**config.mk**
```make
export PLATFORM = sky130hd
export DESIGN_NAME = init_ram_arb_flat
export DESIGN_NICKNAME = d
export VERILOG_FILES = /design/src/rtl/init_ram_arb_pkg.sv /design/src/rtl/init_ram_arb_if.sv /design/src/rtl/rr_arb2.sv /design/src/rtl/init_ram_arb.sv /design/src/flat_wrapper.sv
export SDC_FILE = /design/constraint.sdc
export NUM_CORES = 1
export LEC_CHECK = 0
export ABC_AREA = 1
export CAP_MARGIN = 40
export CORE_ASPECT_RATIO = 0.8
export CORE_UTILIZATION = 30
export CTS_BUF_LIST = sky130_fd_sc_hd__clkbuf_16
export CTS_CLUSTER_SIZE = 14
export DETAILED_ROUTE_END_ITERATION = 10
export PLACE_DENSITY = 0.82
export SLEW_MARGIN = 25
export SYNTH_ARGS = -nofsm -noshare
export SYNTH_HDL_FRONTEND = slang
export SYNTH_HIERARCHICAL = 1
export SYNTH_SLANG_ARGS = --single-unit
```
**constraint.sdc**
```tcl
create_clock -name Clk -period 2.53 [get_ports Clk]
set_input_delay 0.6325 -clock Clk [delete_from_list [all_inputs] [get_ports Clk]]
set_output_delay 0.6325 -clock Clk [all_outputs]
set_load 0.05 [all_outputs]
```
**src/rtl/init_ram_arb_pkg.sv**
```systemverilog
// Shared definitions for the init_ram controller/arbiter: state encoding,
// requester count and default RAM geometry.
package init_ram_pkg;

    localparam int NUM_REQ       = 2;
    localparam int DEF_DATAWIDTH = 32;
    localparam int DEF_ADDRWIDTH = 10;

    typedef enum logic [0:0] {
        ST_CLEAR = 1'b0,
        ST_RUN   = 1'b1
    } state_t;

endpackage

```
**src/rtl/init_ram_arb_if.sv**
```systemverilog
// Requester-side and RAM-side signals of init_ram_arb, bundled as one bus.
// slave = the arbiter's view, master = the requesters and RAM around it.
interface init_ram_arb_if
    import init_ram_pkg::*;
#(
    parameter int DATAWIDTH = DEF_DATAWIDTH,
    parameter int ADDRWIDTH = DEF_ADDRWIDTH
);
    logic                 Busy;

    logic                 Req0;
    logic                 Gnt0;
    logic [ADDRWIDTH-1:0] Addr0;
    logic [DATAWIDTH-1:0] WData0;
    logic                 We0;
    logic                 RspValid0;

    logic                 Req1;
    logic                 Gnt1;
    logic [ADDRWIDTH-1:0] Addr1;
    logic [DATAWIDTH-1:0] WData1;
    logic                 We1;
    logic                 RspValid1;

    logic [DATAWIDTH-1:0] RData;

    logic [ADDRWIDTH-1:0] RamAddr;
    logic [DATAWIDTH-1:0] RamDataIn;
    logic                 RamWriteEnable;
    logic [DATAWIDTH-1:0] RamDataOut;

    modport slave (
        output Busy,
        input  Req0, Addr0, WData0, We0,
        output Gnt0, RspValid0,
        input  Req1, Addr1, WData1, We1,
        output Gnt1, RspValid1,
        output RData,
        output RamAddr, RamDataIn, RamWriteEnable,
        input  RamDataOut
    );

    modport master (
        input  Busy,
        output Req0, Addr0, WData0, We0,
        input  Gnt0, RspValid0,
        output Req1, Addr1, WData1, We1,
        input  Gnt1, RspValid1,
        input  RData,
        input  RamAddr, RamDataIn, RamWriteEnable,
        output RamDataOut
    );

endinterface

```
**src/rtl/rr_arb2.sv**
```systemverilog
// Two-way round-robin arbiter. A lone request wins immediately; on a tie the
// port that did not win most recently is granted. The preference only moves
// when a grant is actually issued, so idle cycles do not disturb fairness.
module rr_arb2
    import init_ram_pkg::*;
(
    input  logic               clk,
    input  logic               rst,
    input  logic               en,
    input  logic [NUM_REQ-1:0] req,
    output logic [NUM_REQ-1:0] gnt
);

    // Index of the port that wins a tie; port 0 after reset.
    logic pref_reg;
    logic pref_next;

    // One-hot grant, suppressed entirely when disabled.
    always_comb begin
        gnt = '0;
        if (en) begin
            if (req == 2'b11) begin
                gnt = pref_reg ? 2'b10 : 2'b01;
            end else begin
                gnt = req;
            end
        end
    end

    // After a grant the other port becomes the preferred one.
    always_comb begin
        pref_next = pref_reg;
        if (gnt[0]) begin
            pref_next = 1'b1;
        end else if (gnt[1]) begin
            pref_next = 1'b0;
        end
    end

    // Preference register.
    always_ff @(posedge clk or posedge rst) begin
        if (rst) begin
            pref_reg <= 1'b0;
        end else begin
            pref_reg <= pref_next;
        end
    end

endmodule

```
**src/rtl/init_ram_arb.sv**
```systemverilog
// Front end for a single-port, 1-cycle-read init_ram: optionally clears the
// whole array after reset, then shares the port between two requesters with
// round-robin grants and returns a one-cycle read-valid pulse per read.
module init_ram_arb
    import init_ram_pkg::*;
#(
    parameter int                   DATAWIDTH      = DEF_DATAWIDTH,
    parameter int                   ADDRWIDTH      = DEF_ADDRWIDTH,
    parameter bit                   CLEAR_ON_RESET = 1'b1,
    parameter logic [DATAWIDTH-1:0] CLEAR_VALUE    = '0
)(
    input  logic           Clk,
    input  logic           Rst,
    init_ram_arb_if.slave  bus
);

    localparam state_t RESET_STATE = CLEAR_ON_RESET ? ST_CLEAR : ST_RUN;

    state_t               state_reg;
    state_t               state_next;
    logic [ADDRWIDTH-1:0] cnt_reg;
    logic                 cnt_last;
    logic                 busy_reg;
    logic [NUM_REQ-1:0]   rsp_reg;
    logic [ADDRWIDTH-1:0] addr_hold_reg;

    logic [NUM_REQ-1:0]   req;
    logic [NUM_REQ-1:0]   gnt;
    logic [NUM_REQ-1:0]   we_vec;
    logic                 arb_en;

    logic [ADDRWIDTH-1:0] ram_addr;
    logic [DATAWIDTH-1:0] ram_wdata;
    logic                 ram_we;

    // Explicit all-ones terminal compare for the clear sweep.
    assign cnt_last = (cnt_reg == {ADDRWIDTH{1'b1}});
    assign req      = {bus.Req1, bus.Req0};
    assign we_vec   = {bus.We1, bus.We0};
    // No grants while clearing or while reset is asserted.
    assign arb_en   = (state_reg == ST_RUN) && !Rst;

    rr_arb2 u_arb (
        .clk (Clk),
        .rst (Rst),
        .en  (arb_en),
        .req (req),
        .gnt (gnt)
    );

    // State register.
    always_ff @(posedge Clk or posedge Rst) begin
        if (Rst) begin
            state_reg <= RESET_STATE;
        end else begin
            state_reg <= state_next;
        end
    end

    // Leave CLEAR once the last address has been written.
    always_comb begin
        state_next = state_reg;
        case (state_reg)
            ST_CLEAR: if (cnt_last) state_next = ST_RUN;
            ST_RUN:   state_next = ST_RUN;
            default:  state_next = RESET_STATE;
        endcase
    end

    // RAM port drive: clear sweep, else the granted port, else idle holding the address.
    always_comb begin
        ram_addr  = addr_hold_reg;
        ram_wdata = '0;
        ram_we    = 1'b0;
        if (state_reg == ST_CLEAR) begin
            ram_addr  = cnt_reg;
            ram_wdata = CLEAR_VALUE;
            ram_we    = 1'b1;
        end else if (gnt[0]) begin
            ram_addr  = bus.Addr0;
            ram_wdata = bus.WData0;
            ram_we    = bus.We0;
        end else if (gnt[1]) begin
            ram_addr  = bus.Addr1;
            ram_wdata = bus.WData1;
            ram_we    = bus.We1;
        end
    end

    // Clear counter, registered Busy and the idle address hold.
    always_ff @(posedge Clk or posedge Rst) begin
        if (Rst) begin
            cnt_reg       <= '0;
            busy_reg      <= CLEAR_ON_RESET;
            addr_hold_reg <= '0;
        end else begin
            if (state_reg == ST_CLEAR) begin
                cnt_reg <= cnt_last ? '0 : cnt_reg + ADDRWIDTH'(1);
            end
            busy_reg      <= (state_next == ST_CLEAR);
            addr_hold_reg <= ram_addr;
        end
    end

    // Read-valid pulse one cycle after a granted read; writes give none.
    always_ff @(posedge Clk or posedge Rst) begin
        if (Rst) begin
            rsp_reg <= '0;
        end else begin
            rsp_reg <= gnt & ~we_vec;
        end
    end

    assign bus.Busy           = busy_reg;
    assign bus.Gnt0           = gnt[0];
    assign bus.Gnt1           = gnt[1];
    assign bus.RspValid0      = rsp_reg[0];
    assign bus.RspValid1      = rsp_reg[1];
    assign bus.RData          = bus.RamDataOut;
    assign bus.RamAddr        = ram_addr;
    assign bus.RamDataIn      = ram_wdata;
    assign bus.RamWriteEnable = ram_we;

endmodule

```
**src/flat_wrapper.sv**
```systemverilog
// flat-port wrapper written by rule: the top's interface ports become plain ports
module init_ram_arb_flat import init_ram_pkg::*;
#(
    parameter int                   DATAWIDTH      = DEF_DATAWIDTH,
    parameter int                   ADDRWIDTH      = DEF_ADDRWIDTH,
    parameter bit                   CLEAR_ON_RESET = 1'b1,
    parameter logic [DATAWIDTH-1:0] CLEAR_VALUE    = '0
)
  (Clk, Rst, bus_Busy, bus_Req0, bus_Addr0, bus_WData0, bus_We0, bus_Gnt0, bus_RspValid0, bus_Req1, bus_Addr1, bus_WData1, bus_We1, bus_Gnt1, bus_RspValid1, bus_RData, bus_RamAddr, bus_RamDataIn, bus_RamWriteEnable, bus_RamDataOut);
  init_ram_arb_if #(.DATAWIDTH(DATAWIDTH), .ADDRWIDTH(ADDRWIDTH)) bus_i ();
  input  logic Clk;
  input  logic Rst;
  output wire logic [$bits(bus_i.Busy)-1:0] bus_Busy;
  input wire logic [$bits(bus_i.Req0)-1:0] bus_Req0;
  input wire logic [$bits(bus_i.Addr0)-1:0] bus_Addr0;
  input wire logic [$bits(bus_i.WData0)-1:0] bus_WData0;
  input wire logic [$bits(bus_i.We0)-1:0] bus_We0;
  output wire logic [$bits(bus_i.Gnt0)-1:0] bus_Gnt0;
  output wire logic [$bits(bus_i.RspValid0)-1:0] bus_RspValid0;
  input wire logic [$bits(bus_i.Req1)-1:0] bus_Req1;
  input wire logic [$bits(bus_i.Addr1)-1:0] bus_Addr1;
  input wire logic [$bits(bus_i.WData1)-1:0] bus_WData1;
  input wire logic [$bits(bus_i.We1)-1:0] bus_We1;
  output wire logic [$bits(bus_i.Gnt1)-1:0] bus_Gnt1;
  output wire logic [$bits(bus_i.RspValid1)-1:0] bus_RspValid1;
  output wire logic [$bits(bus_i.RData)-1:0] bus_RData;
  output wire logic [$bits(bus_i.RamAddr)-1:0] bus_RamAddr;
  output wire logic [$bits(bus_i.RamDataIn)-1:0] bus_RamDataIn;
  output wire logic [$bits(bus_i.RamWriteEnable)-1:0] bus_RamWriteEnable;
  input wire logic [$bits(bus_i.RamDataOut)-1:0] bus_RamDataOut;
  assign bus_Busy = bus_i.Busy;
  assign bus_i.Req0 = bus_Req0;
  assign bus_i.Addr0 = bus_Addr0;
  assign bus_i.WData0 = bus_WData0;
  assign bus_i.We0 = bus_We0;
  assign bus_Gnt0 = bus_i.Gnt0;
  assign bus_RspValid0 = bus_i.RspValid0;
  assign bus_i.Req1 = bus_Req1;
  assign bus_i.Addr1 = bus_Addr1;
  assign bus_i.WData1 = bus_WData1;
  assign bus_i.We1 = bus_We1;
  assign bus_Gnt1 = bus_i.Gnt1;
  assign bus_RspValid1 = bus_i.RspValid1;
  assign bus_RData = bus_i.RData;
  assign bus_RamAddr = bus_i.RamAddr;
  assign bus_RamDataIn = bus_i.RamDataIn;
  assign bus_RamWriteEnable = bus_i.RamWriteEnable;
  assign bus_i.RamDataOut = bus_RamDataOut;
  init_ram_arb #(.DATAWIDTH(DATAWIDTH), .ADDRWIDTH(ADDRWIDTH), .CLEAR_ON_RESET(CLEAR_ON_RESET), .CLEAR_VALUE(CLEAR_VALUE)) u_core (.Clk(Clk), .Rst(Rst), .bus(bus_i));
endmodule
```
# ---- Yosys cells after proc, flatten, opt, wreduce, memory -nomap -nowiden
# Cells that the tools add are included.
dict set report op_classes {
  n_addsub 1
  shifts 0
  n_reduce_logical 3
  n_eq_ne 2
  order_cmp 0
  mul 0
  n_div 0
  n_mux 17
  n_bitwise 4
}
# cell n
set ops {}
lappend ops {{two-way mux 32 bit} 3}
lappend ops {{two-way mux 10 bit} 4}
lappend ops {{adder 10 x 1 -> 10 bit (second input constant)} 1}
lappend ops {{equality test 10 bit (second input constant)} 1}
lappend ops {{two-way mux 1 bit} 6}
lappend ops {{two-way mux 2 bit} 3}
lappend ops {{AND 2 bit} 1}
lappend ops {{equality test 2 bit (second input constant)} 1}
lappend ops {{inverter 1 bit} 2}
lappend ops {{inverter 2 bit} 1}
lappend ops {{one-hot mux 1 bit (2 select lines)} 1}
lappend ops {{nonzero test 2 bit} 1}
lappend ops {{logical AND 1 bit} 1}
lappend ops {{logical NOT 1 bit} 1}
dict set report word_totals {
  mem_bits_ro 0
  input_bits 122
  regBits 25
  ram_bits 0
  latch_bits 0
  output_inout_bits 80
  memories 0
  wordCells 33
}

# ---- Logic depth before layout (Yosys ltp)
dict set report depth {
  depth_word 6
  mapped_depth 16
  depth_no_buf 11
}

# ---- Hierarchy
# Netlist, hierarchy kept.
# mod cells_each instances area_per_inst_um2
set by_module_without_submodules {}
lappend by_module_without_submodules {init_ram_arb 291 1 1973.1}
lappend by_module_without_submodules {rr_arb2 13 1 75.1}

# ---- Least setup slack after synthesis
# OpenSTA, ideal clock, no wires.
dict set report synth_path {
  path_kind {register to output}
  from {register u_core.state_reg}
  to {output port bus_RamWriteEnable}
  t_required_ns 1.898
  path_buffers 3
  slack_ns -1.347
  stages_incl_launch_ff 10
  arrival_ns 3.245
  cell_sequence {dfrtp_1 buf_2 inv_4 buf_2 nor2_1 nand2_1 a21oi_1 buf_2 a21oi_1 o21ai_0}
}
dict set report synth_between {
  elab_chain_cells 5
}
# item line_no
set synth_lines {}
lappend synth_lines {{start, declared} init_ram_arb.sv:19} ;# state_t state_reg;
lappend synth_lines {{start signal, assigned} init_ram_arb.sv:56} ;# state_reg <= state_next;
lappend synth_lines {{logical AND 1 bit} init_ram_arb.sv:41} ;# assign arb_en = (state_reg == ST_RUN) && !Rst;
lappend synth_lines {{net u_core.arb_en} init_ram_arb.sv:30} ;# logic arb_en;
lappend synth_lines {{two-way mux 2 bit} rr_arb2.sv:21} ;# if (en) begin
lappend synth_lines {{net bus_Gnt1} flat_wrapper.sv:24} ;# output wire logic [$bits(bus_i.Gnt1)-1:0] bus_Gnt1;
lappend synth_lines {{two-way mux 1 bit} init_ram_arb.sv:83} ;# end else if (gnt[1]) begin
lappend synth_lines {{two-way mux 1 bit} init_ram_arb.sv:79} ;# end else if (gnt[0]) begin
lappend synth_lines {{two-way mux 1 bit} init_ram_arb.sv:75} ;# if (state_reg == ST_CLEAR) begin
lappend synth_lines {{end, declared} flat_wrapper.sv:29} ;# output wire logic [$bits(bus_i.RamWriteEnable)-1:0] bus_RamWriteEnable;
# The timed path passes the listed nets, and every way through them passes these cells.

# ---- Worst setup path after layout
dict set report layout_path {
  from {input port Rst}
  to {output port bus_RamAddr[7]}
}
dict set report layout_between {
  elab_chain_cells 6
}
# item line_no
set layout_lines {}
lappend layout_lines {{start, declared} flat_wrapper.sv:12} ;# input logic Rst;
lappend layout_lines {{logical NOT 1 bit (*)} init_ram_arb.sv:41}
lappend layout_lines {{logical AND 1 bit (*)} init_ram_arb.sv:41}
lappend layout_lines {{net u_core.arb_en} init_ram_arb.sv:30}
lappend layout_lines {{two-way mux 2 bit (*)} rr_arb2.sv:21}
lappend layout_lines {{two-way mux 10 bit} init_ram_arb.sv:83}
lappend layout_lines {{two-way mux 10 bit (*)} init_ram_arb.sv:79}
lappend layout_lines {{two-way mux 10 bit (*)} init_ram_arb.sv:75}
lappend layout_lines {{end, declared} flat_wrapper.sv:27} ;# output wire logic [$bits(bus_i.RamAddr)-1:0] bus_RamAddr;
# The timed path passes the listed nets; every way through them passes the cells marked *.

==> metrics.txt <==
number of synthesized flops with an enable pin=0; Worst EP arrival=1900 ps; r2r startpoint=u_core/state_reg; synthesis-stage register bit count=25; Clock Tree Buf Depth=2; grt peak-use layer=met2; Initial Util=0.315; syn nets=427; CP endpoint kind=output port; Via Count=2396; fin crit period=2530 ps; Nets=542; Power Total=919 uW; crit path to=bus_RamAddr[7]; Setup crit start=Rst; HPWL after DPL=5430 microns; Cell variety after synth=29; # IOs=202; Clock Latency Late Sink=260 ps; worst ir drop on vdd=0.226 mV; Yosys Warn Count=6; RSZ-0062 raised after global routing=true; GPL Wtd Cong=0.809; Core Rows=26; outcome=finished, violations left; Die Wd=94.4 microns; clock skew=7.38 ps; placed cell count=489; Async S/R FF share, synth=1.00; clock sinks=25; first-pass GRT wire length=11500 microns; Startpoint Class=input port; Cell Area, Synth=2050 sq um; GR Util met2=0.373; r2r worst-path depth=11; ant diodes=0; Tightest Pin Transition=497 ps; R2R Path End=u_core/addr_hold_reg[0]; total track usage=0.202; count leader, synth=nand2_1; core area=6510 sq um; Synth Flop Type=dfrtp_1; Area after DPL=3830 sq um; total iterations of the first detailed-routing run=4; Slew headroom=0.668; largest net degree at the start of global routing=45; Fin Hold WS=328 ps; Die H=75.9 microns; Req. time, crit path=1900 ps; wirelength, routed=7870 microns; hold crit path type=input port to asynchronous set/reset pin; Final setup viols=1; crit path max fanout=5; DR iter-0 viols=65; Clock transition at path regs=70 ps; WL per Instance=15.7 microns; DRC Markers=0; leakage power=1.72 nW; fmax=0.395 GHz; GR Layer Usage met1=0.232; initial antenna violation count=0; Via density=4.77; PwrDens=210 nW/um^2; synth top area cells=dfrtp_1 29%, nand2_1 20%, buf_4 12%; failing checks=negative setup slack; setup slack after layout=-1.36 ps; Final Max Slew Viols=0; cts bufs inserted=3; layout cells sized above 1=0.452; Overflow after GRT=0; H-Tree Depth=1; post-synth top area cell=dfrtp_1; die area=7160 sq um; max_cap viols=0; CTS tree=yes; vias in the first global route=2375; port bufs=137; syn avg cell area=6.74 sq um; GRT met3 Usage=0.0492; R2R setup slack=850 ps; Final Non-Filler Cells=502; Final Hold Vio Count=0; critical path class=input port to output port; Clock Root Buffer=clkbuf_16; Final Util=0.673; Area Growth Syn to Fin=114%; Yosys top cell area share=0.293; register area share after synthesis=0.306; design area=4380 sq um; Antenna Nets Post-Route=0; top cells by instance count after synthesis=107 x nand2_1, 40 x a21oi_1, 34 x buf_4, 24 x dfrtp_1, 18 x nor2_1; Post-Syn Instances=304; Final period util=1.00
## placed cells by master (no fill, tap or decap), drive strengths merged
master         Yosys  layout
dfrtp             24      24
clkbuf             2       6
o211ai             5       5
or2                2       2
ha                 1       1
a31oi              1       1
o21ai              6       6
xor2               3       3
inv               19      17
a21oi             40      40
nand2            109     109
xnor2              1       1
dfstp              1       1
nand3             14      14
clkdlybuf4s50      0      89
nand4              1       1
nor3               1       1
clkinvlp           0       2
o22ai              4       4
buf               49      69
nor2              21      21
clkinv             0       1
## cell type report
type	count	area [sq um]
sequential	25	628
clock buffer	3	75.1
tap	84	105
fill	478	2130
multi-input combinational	209	1650
inverter	19	90.1
clock inverter	1	7.51
timing repair buffer	161	1820
## how the worst min path moves through the flow
stage                          startpoint                    end
global placement    u_core/u_arb/pref_reg  u_core/u_arb/pref_reg
CTS                                   Rst  u_core/u_arb/pref_reg
finish                                Rst  u_core/u_arb/pref_reg
global route                          Rst  u_core/u_arb/pref_reg
floorplan                             Rst  u_core/u_arb/pref_reg
detailed placement      u_core/cnt_reg[8]      u_core/cnt_reg[8]
## worst max-delay path, cell delays in order
cell,delay [ps]
buf_6,100
nor2_4,100
nand2_2,70
a21oi_4,190
clkinvlp_4,170
buf_6,160
nand2_2,60
nand3_2,60
o211ai_2,60
o21ai_2,110
buf_12,170
## power breakdown
group	switching, mW	total, mW	internal, mW
Combinational	0.0427	0.165	0.123
Clock	0.138	0.353	0.214
Sequential	0.000637	0.401	0.400
## stage by stage
| stage | worst slack [ps] | TNS, ps |
|---|---|---|
| 2_1_floorplan | -97.7 | -2790 |
| 3_3_place_gp | -433 | -16410 |
| 3_5_place_dp | -454 | -17860 |
| 4_1_cts | -7.14 | -24.9 |
| 5_1_grt | -107 | -1160 |
| 6_report | -1.36 | -1.36 |
## per-layer routing
layer / vias to the layer above / wire length [microns]
li1: 1162 / -
met1: 1132 / 3120
met2: 92 / 4180
met3: 10 / 505
met4: 0 / 68
met5: - / 0
## cell families (layout without fill, tap and decap cells)
group                    count (synthesis)  in the layout  share of synthesized area
AO/OA/AOI/OAI                           56             56                      0.153
XOR/XNOR                                 4              4                     0.0171
adder cells (fa/ha/maj)                  1              1                    0.00611
buffers and inverters                   70            184                      0.222
flip-flops                              25             25                      0.306
AND/OR/NAND/NOR                        148            148                      0.295
## what timing repair did
action	in CTS	in global routing
buffers inserted	2	3
hold buffers	0	0
endpoints found under the setup margin	44	42
cloned	0	4
pin swaps	5	23
resized for setup	50	63
Note: power is estimated with default switching activity, not from simulation.
